[src/rtl/operand_stack_if.sv]
// Controller <-> operand stack bus: strobe, op request, push data and stack status.
interface operand_stack_if #(
    parameter int WIDTH = 8,
    parameter int DEPTH = 16
);
    localparam int CW = $clog2(DEPTH) + 1;

    logic             stack_clk;
    logic             push;
    logic             pop;
    logic [WIDTH-1:0] data_to_push;
    logic [WIDTH-1:0] data_from_stack;
    logic [CW-1:0]    count;
    logic             empty;
    logic             full;
    logic             overflow;
    logic             underflow;

    modport master (
        output stack_clk, push, pop, data_to_push,
        input  data_from_stack, count, empty, full, overflow, underflow
    );

    modport slave (
        input  stack_clk, push, pop, data_to_push,
        output data_from_stack, count, empty, full, overflow, underflow
    );
endinterface

[src/rtl/operand_stack.sv]
// LIFO operand stack driven by a strobe edge; top-of-stack is kept in a register.
// Define STACK_STICKY_ERR_EN to make overflow/underflow sticky until reset/rst.
module operand_stack #(
    parameter int WIDTH = 8,
    parameter int DEPTH = 16
) (
    input logic              clk,
    input logic              reset,
    input logic              rst,
    operand_stack_if.slave   bus
);
    localparam int AW = $clog2(DEPTH);
    localparam int CW = AW + 1;

`ifdef STACK_STICKY_ERR_EN
    localparam bit STICKY = 1'b1;
`else
    localparam bit STICKY = 1'b0;
`endif

    logic [WIDTH-1:0] mem [DEPTH];

    logic             stack_clk_q;
    logic             arm_q;
    logic [CW-1:0]    count_q, count_d;
    logic [WIDTH-1:0] top_q, top_d;
    logic             ovf_q, ovf_d;
    logic             unf_q, unf_d;

    logic             op_fire;
    logic             empty, full;
    logic [CW-1:0]    cnt_m1, cnt_m2;
    logic             we;
    logic [AW-1:0]    wr_idx;

    // arm_q blocks a strobe that is already high when reset releases
    assign op_fire = bus.stack_clk & ~stack_clk_q & arm_q;
    assign empty   = (count_q == '0);
    assign full    = (count_q == CW'(DEPTH));
    assign cnt_m1  = count_q - CW'(1);
    assign cnt_m2  = count_q - CW'(2);

    always_comb begin
        count_d = count_q;
        top_d   = top_q;
        we      = 1'b0;
        wr_idx  = count_q[AW-1:0];
        ovf_d   = STICKY ? ovf_q : 1'b0;
        unf_d   = STICKY ? unf_q : 1'b0;
        if (op_fire) begin
            if (bus.push && (!bus.pop || empty)) begin
                if (full) begin
                    ovf_d = 1'b1;
                end else begin
                    we      = 1'b1;
                    wr_idx  = count_q[AW-1:0];
                    count_d = count_q + CW'(1);
                    top_d   = bus.data_to_push;
                end
            end else if (bus.push && bus.pop) begin
                we     = 1'b1;
                wr_idx = cnt_m1[AW-1:0];
                top_d  = bus.data_to_push;
            end else if (bus.pop) begin
                if (empty) begin
                    unf_d = 1'b1;
                end else begin
                    count_d = cnt_m1;
                    top_d   = (count_q == CW'(1)) ? '0 : mem[cnt_m2[AW-1:0]];
                end
            end
        end
    end

    always_ff @(posedge clk or posedge reset) begin
        if (reset) begin
            stack_clk_q <= 1'b0;
            arm_q       <= 1'b0;
            count_q     <= '0;
            top_q       <= '0;
            ovf_q       <= 1'b0;
            unf_q       <= 1'b0;
        end else if (rst) begin
            stack_clk_q <= 1'b0;
            arm_q       <= ~bus.stack_clk;
            count_q     <= '0;
            top_q       <= '0;
            ovf_q       <= 1'b0;
            unf_q       <= 1'b0;
        end else begin
            stack_clk_q <= bus.stack_clk;
            if (!bus.stack_clk)
                arm_q <= 1'b1;
            count_q <= count_d;
            top_q   <= top_d;
            ovf_q   <= ovf_d;
            unf_q   <= unf_d;
        end
    end

    // Storage is never cleared; count alone decides which entries are live
    always_ff @(posedge clk) begin
        if (we && !rst && !reset)
            mem[wr_idx] <= bus.data_to_push;
    end

    assign bus.data_from_stack = top_q;
    assign bus.count           = count_q;
    assign bus.empty           = empty;
    assign bus.full            = full;
    assign bus.overflow        = ovf_q;
    assign bus.underflow       = unf_q;
endmodule
[src/flat_wrapper.sv]
// flat-port wrapper written by rule: the top's interface ports become plain ports
module operand_stack_flat 
#(
    parameter int WIDTH = 8,
    parameter int DEPTH = 16
)
  (clk, reset, rst, bus_stack_clk, bus_push, bus_pop, bus_data_to_push, bus_data_from_stack, bus_count, bus_empty, bus_full, bus_overflow, bus_underflow);
  operand_stack_if #(.WIDTH(WIDTH), .DEPTH(DEPTH)) bus_i ();
  input logic clk;
  input logic reset;
  input logic rst;
  input wire logic [$bits(bus_i.stack_clk)-1:0] bus_stack_clk;
  input wire logic [$bits(bus_i.push)-1:0] bus_push;
  input wire logic [$bits(bus_i.pop)-1:0] bus_pop;
  input wire logic [$bits(bus_i.data_to_push)-1:0] bus_data_to_push;
  output wire logic [$bits(bus_i.data_from_stack)-1:0] bus_data_from_stack;
  output wire logic [$bits(bus_i.count)-1:0] bus_count;
  output wire logic [$bits(bus_i.empty)-1:0] bus_empty;
  output wire logic [$bits(bus_i.full)-1:0] bus_full;
  output wire logic [$bits(bus_i.overflow)-1:0] bus_overflow;
  output wire logic [$bits(bus_i.underflow)-1:0] bus_underflow;
  assign bus_i.stack_clk = bus_stack_clk;
  assign bus_i.push = bus_push;
  assign bus_i.pop = bus_pop;
  assign bus_i.data_to_push = bus_data_to_push;
  assign bus_data_from_stack = bus_i.data_from_stack;
  assign bus_count = bus_i.count;
  assign bus_empty = bus_i.empty;
  assign bus_full = bus_i.full;
  assign bus_overflow = bus_i.overflow;
  assign bus_underflow = bus_i.underflow;
  operand_stack #(.WIDTH(WIDTH), .DEPTH(DEPTH)) u_core (.clk(clk), .reset(reset), .rst(rst), .bus(bus_i));
endmodule
[config.mk]
export PLATFORM = sky130hd
export DESIGN_NAME = operand_stack_flat
export DESIGN_NICKNAME = d
export VERILOG_FILES = /design/src/rtl/operand_stack_if.sv /design/src/rtl/operand_stack.sv /design/src/flat_wrapper.sv
export SDC_FILE = /design/constraint.sdc
export NUM_CORES = 1
export LEC_CHECK = 0
export CAP_MARGIN = 40
export CORE_UTILIZATION = 60
export CTS_BUF_LIST = sky130_fd_sc_hd__clkbuf_8 sky130_fd_sc_hd__clkbuf_16
export DETAILED_ROUTE_END_ITERATION = 12
export GPL_ROUTABILITY_DRIVEN = 1
export PLACE_DENSITY = 0.86
export RECOVER_POWER = 25
export SLEW_MARGIN = 15
export SYNTH_ARGS = -nofsm -noshare
export SYNTH_HDL_FRONTEND = slang
export SYNTH_SLANG_ARGS = --single-unit
[constraint.sdc]
create_clock -name clk -period 4.1 [get_ports clk]
set_input_delay 0.82 -clock clk [delete_from_list [all_inputs] [get_ports clk]]
set_output_delay 0.82 -clock clk [all_outputs]
set_load 0.01 [all_outputs]
== Yosys cells after proc, flatten, opt, wreduce, memory -nomap -nowiden ==
Memories as Yosys holds them, arrays and structs flattened.
Index checks and enable logic that the tools add are counted.

* $add $sub $neg: 3
* Equality and inequality tests: 7
* Muxes and demuxes: 37
* Bitwise operators: 4
* Reduce and logical (&&, ||, !) cells: 14

{| class="wikitable"
|+ Operators with widths
! kind !! count
|-
| two-way mux 8 bit || 8
|-
| two-way mux 5 bit || 7
|-
| two-way mux 1 bit || 19
|-
| two-way mux 4 bit || 3
|-
| != test 3 bit, second input constant || 2
|-
| adder 5 x 1 -> 5 bit, second input constant || 1
|-
| == test 5 x 1 -> 1 bit, second input constant || 1
|-
| == test 5 bit, second input constant || 1
|-
| logical NOT 5 bit || 1
|-
| AND reduction 5 bit || 1
|-
| subtractor 5 x 1 -> 5 bit, second input constant || 1
|-
| logical AND 1 bit || 4
|-
| != test 4 bit, second input constant || 1
|-
| AND reduction 4 bit || 1
|-
| nonzero test 4 bit || 1
|-
| subtractor 4 x 2 -> 4 bit, second input constant || 1
|-
| logical NOT 1 bit || 3
|-
| != test 3 x 2 -> 1 bit, second input constant || 1
|-
| nonzero test 3 bit || 1
|-
| AND 1 bit || 2
|-
| != test 2 bit, second input constant || 1
|-
| inverter 1 bit || 2
|-
| nonzero test 2 bit || 1
|-
| logical OR 1 bit || 1
|}

* Register bits: 17
* RAM bits: 128
* Output and inout port bits: 17
* Logic and storage cells: 72
* Memories: 1

{| class="wikitable"
|+ Memories
! memory !! depth !! width !! rd ports !! clocked after memory_dff !! wr ports !! RTL line !! source
|-
| u_core.mem || 16 || 8 || 1 || 0 || 1 || operand_stack.sv:21 || <nowiki>logic [WIDTH-1:0] mem [DEPTH];</nowiki>
|}

== Logic depth before layout (Yosys ltp) ==
* Depth after elaboration: 9
* Mapped depth: 10
* Gate-level depth less buffers: 8

== Worst setup path before layout ==
OpenSTA, ideal clock, no wires.

* Path type: register to register
* Start point: register u_core.count_q[1], in the netlist u_core.bus.count[1]
* End point: memory u_core.mem[12][0], enable pin
* Library setup time: 395 ps
* Arrival time: 3082 ps
* Data required time: 3705 ps
* Path slack: 623 ps
* Stages on the path, launching flop included: 10
* Cell sequence: dfrtp_1 inv_1 clkbuf_1 ha_1 or4b_4 inv_6 nor3_1 nor2_2 a21oi_2 nor4_1

* Word-level cells in the longest chain between the ends: 9
* Elaborated cells between the ends (all ways): 15
* Classes of those cells: add/sub: 1; eq/ne: 1; mux: 8; reduce/logical: 5

{| class="wikitable"
|+ RTL lines
! what !! RTL line !! source
|-
| from (decl) || operand_stack.sv:25 || <nowiki>logic [CW-1:0] count_q, count_d;</nowiki>
|-
| from (signal assigned) || operand_stack.sv:94 || <nowiki>count_q <= count_d;</nowiki>
|-
| logical NOT 5 bit (*) || operand_stack.sv:38 || <nowiki>assign empty = (count_q == '0);</nowiki>
|-
| via bus_empty || flat_wrapper.sv:18 || <nowiki>output wire logic [$bits(bus_i.empty)-1:0] bus_empty;</nowiki>
|-
| logical OR 1 bit (*) || operand_stack.sv:51 || <nowiki>if (bus.push && (!bus.pop || empty)) begin</nowiki>
|-
| logical AND 1 bit (*) || operand_stack.sv:51 ||
|-
| two-way mux 1 bit || operand_stack.sv:51 ||
|-
| two-way mux 1 bit || operand_stack.sv:50 || <nowiki>if (op_fire) begin</nowiki>
|-
| logical AND 1 bit (2 in a row) || operand_stack.sv:103 || <nowiki>if (we && !rst && !reset)</nowiki>
|-
| two-way mux 1 bit || operand_stack.sv:103 ||
|-
| two-way mux 1 bit (not written as such) || operand_stack.sv:104 || <nowiki>mem[wr_idx] <= bus.data_to_push;</nowiki>
|-
| to (decl) || operand_stack.sv:21 ||
|}

The timed path passes the listed nets; every way through them passes the cells marked *.

== Final worst setup path ==
* Start point: register u_core.count_q[1], in the netlist u_core.bus.count[1]
* End point: output bus_empty

* Word-level cells in the longest chain between the ends: 1

{| class="wikitable"
|+ RTL lines
! what !! RTL line
|-
| logical NOT 5 bit || operand_stack.sv:38
|-
| to (decl) || flat_wrapper.sv:18
|}

No other way between the ends.

==> metrics.md <==
| Metric | Value |
|---|---|
| Worst ir drop on vdd | ~310 uV |
| Synth Area in Compound Gates | 0.0514 |
| TritonCTS buffer count | 17 |
| Synth top area cells | edfxtp_1, mux4_2, dfrtp_1 |
| Count of input and output buffers | 30 |
| Main synth FF type | edfxtp_1 |
| Max_cap viols | 0 |
| Crit path from | u_core.bus.count[1] |
| Yosys warns | 0 |
| Yosys cell types | 52 |
| RSZ-0062 raised after global routing | false |
| Comb power frac | 0.115 |
| Die Wd | around 100 um |
| Crit-path max FO | 20 |
| Post-CTS Setup Inserts | 0 |
| CTS tree | built |
| Final nets | approximately 460 |
| Resize count post-CTS | 0 |
| DR pass1 iterations | 6 |
| Number of global-route vias before repair | about 4000 |
| Post-synthesis xor/xnor area fraction | 0.0112 |
| Avg Inst Size Synth | around 16 um^2 |
| Grt ovf | 0 |
| TNS Setup | 0 ns |
| Drt first-iter violations | just under 400 |
| Clock Latency Late Sink | between 0.5 and 0.6 ns |
| Fillers | 559 |
| Post-synth ARST share | 0.117 |
| Number of synthesized register bits | between 100 and 150 |
| Drc violations | 0 |
| Via/cell ratio | 6.53 |
| # rows | 36 |
| Post-DRT Antenna Nets | 0 |
| Total number of vias | 3788 |
| Post-Synth Simple-Gate Area | 0.101 |
| CTS max path bufs | 2 |
| Status | finished, final reports clean |
| Inserted Diodes | 0 |
| Worst-Margin Slew | between 0.9 and 1 ns |
| Root Buffer | clkbuf_8 |
| Setup crit start kind | flip-flop |
| Pint | approximately 0.0028 W |
| Final Cycle Share | 0.842 |
| Post-synthesis adder-cell area fraction | 0.0140 |
| Final Power | roughly 0.0036 W |
| Synthesized instance count | 382 |
| Worst R2R Start | u_core.bus.count[1] |
| Starting Density | 0.628 |
| Cts hold-fix bufs | 0 |
| Share of layout cells above drive strength 1 | 0.230 |
| Crit path DAT | ~2.6 ns |
| Fin crit period | around 3.5 ns |
| Largest family of logic cells by synthesized area | multiplexers |
| Cell Pwr Density | slightly below 500 nW/um^2 |
| Post-synthesis sequential area ratio | 0.682 |
| Worst Setup End Kind | output pin |
| Yosys top cell by area | edfxtp_1 |
| Worst hold path type | flip-flop to flip-flop |
| Cell Area, Synth | around 6300 um^2 |
| Reg power frac | 0.453 |
| Max Freq | a little under 300 MHz |
| Core area | 9950 um^2 |
| HPWL Detailed | ~8.5 mm |
| Die area | 10800 um^2 |
| WP data required | between 3 and 4 ns |
| Mux cell area share after synthesis | 0.121 |
| Syn_nets | 403 |
| Area growth, synth to finish | 18.3% |
| CTS clk-pin slew, worst paths | 0.06 ns |
| WL/cell | around 25 um |
| H-tree levels | 4 |
| Die height | around 100 um |
| Drt total wl | around 14 mm |
| Global-route wire length before repair | approximately 22 mm |
| Final setup fails | 0 |
| CTS sink count | around 150 |
| Initial antenna violation count | 0 |
| Critical path class | flip-flop to output pin |
| EDFF count, synth | 128 |
| Final Slew Violations | 0 |
| All-Layer GR Usage | 0.286 |
| Net Sw Power | 0.000826 W |
| Clock Power Share | 0.431 |
| Largest net degree at the start of global routing | between 40 and 50 |
| Switching Share | 0.229 |
| Count of final hold-check violations | 0 |
| Fin Clk Skew | 0.0140 ns |
| HP Start | u_core.arm_q |
| Top-area cell type share of the netlist area | 0.614 |
| GPL Wtd Cong | between 0.8 and 0.9 |
| I/O Pins | 31 |
| Worst rel slew slack | 0.375 |
| Leak | roughly 2.5 nW |
layout make-up:
class | instances | area [um^2] | share of cell area
Sequential cell | 145 | 4270 | 0.577
Inverter | 8 | 35.0 | 0.00473
Clock inverter | 11 | 136 | 0.0184
Clock buffer | 21 | 469 | 0.0634
Tap cell | 133 | 166 | 0.0225
Timing Repair Buffer | 51 | 454 | 0.0614
Multi-Input combinational cell | 211 | 1870 | 0.253
kinds of logic after synthesis:
logic type,Yosys count
xor+xnor,5
mux,37
simple gates,118
buf+inv,26
fa+ha+maj,7
compound gates,44
flops,145
synth_stat cells, types with 2 or more instances:
cell type  number
a31oi_1        10
or3b_2          2
o22ai_1         8
a31o_2          2
edfxtp_1      128
nand2_1        50
inv_1           7
nor3_1          6
nor4b_2         2
a22oi_1         8
nor2b_1        12
and3_1          2
clkbuf_1        9
a21oi_1         5
nor4_1          6
dfrtp_1        17
buf_2           6
xnor2_1         3
and2_1          2
nor2_1         20
buf_1           2
mux2i_1         5
nand3b_1        2
ha_1            7
o221ai_1        2
nand2b_1        3
mux4_2         31
through the flow:
step | worst slack, ns | util | hold WS [ns] | instance area, um^2 | std cells
floorplan | 0.623 | - | 0.508 | 6260 | 382
global placement | 0.813 | 0.683 | 0.539 | 6800 | 548
detailed placement | 0.692 | 0.683 | 0.536 | 6800 | 548
CTS | 0.644 | 0.744 | 0.548 | 7400 | 580
global route | 0.549 | 0.743 | 0.586 | 7400 | 580
finish | 0.646 | 0.743 | 0.547 | 7400 | 580
worst max-delay path, stage by stage (launching register included):
cell,delay [ns]
dfrtp_1,0.37
inv_1,0.05
buf_4,0.25
ha_1,0.23
or4b_4,0.53
inv_6,0.13
clkdlybuf4s50_1,0.54
final timing paths:
kind,endpoint,slack (ns),cells after the start
hold reg to reg,u_core.arm_q,0.55,2
setup / recovery,bus_empty,0.65,6
max in group asynchronous,u_core.bus.count[0],2.65,2
setup reg to reg,u_core.mem[1][3],0.92,9
hold / removal,u_core.arm_q,0.55,2
min in group asynchronous,u_core.bus.count[4],0.94,2
power groups by stage:
stage,Combinational [W],Clock [W],Sequential [W]
2_1_floorplan,0.000273,0,0.00166
3_3_place_gp,0.000392,0,0.00166
3_5_place_dp,0.000407,0,0.00166
4_1_cts,0.000415,0.00157,0.00163
5_1_grt,0.000441,0.00162,0.00164
6_report,0.000416,0.00156,0.00163
per-layer routing:
layer	vias up	share of wire	track usage
met4	0	0.048	0.166
li1	1593	-	-
met3	54	0.090	0.0664
met1	1880	0.37	0.373
met2	261	0.49	0.446
met5	-	0	0
placed cells by master, fill, tap and decap left out, drive strengths merged, types with 3 or more instances in the layout:
cell type / instances
edfxtp: 128
nand2: 50
mux4: 31
clkdlybuf4s50: 24
clkbuf: 22
nor2: 21
buf: 20
dfrtp: 17
nor2b: 12
a31oi: 10
inv: 10
a22oi: 8
o22ai: 8
ha: 7
nor3: 7
nor4: 7
dlygate4sd3: 6
a21oi: 6
mux2i: 5
xnor2: 5
clkinv: 4
nand2b: 3
bufinv: 3
nand3b: 3
nor4b: 3
registers in the layout, summed over array words and instances, names as in the netlist:
name and cells:
u_core.bus.data_from_stack 8, u_core.mem 128, u_core.arm_q 1, u_core.bus.count 5, u_core.bus.underflow 1, u_core.bus.overflow 1
u_core.stack_clk_q 1
(Power assumes the default switching activity.)
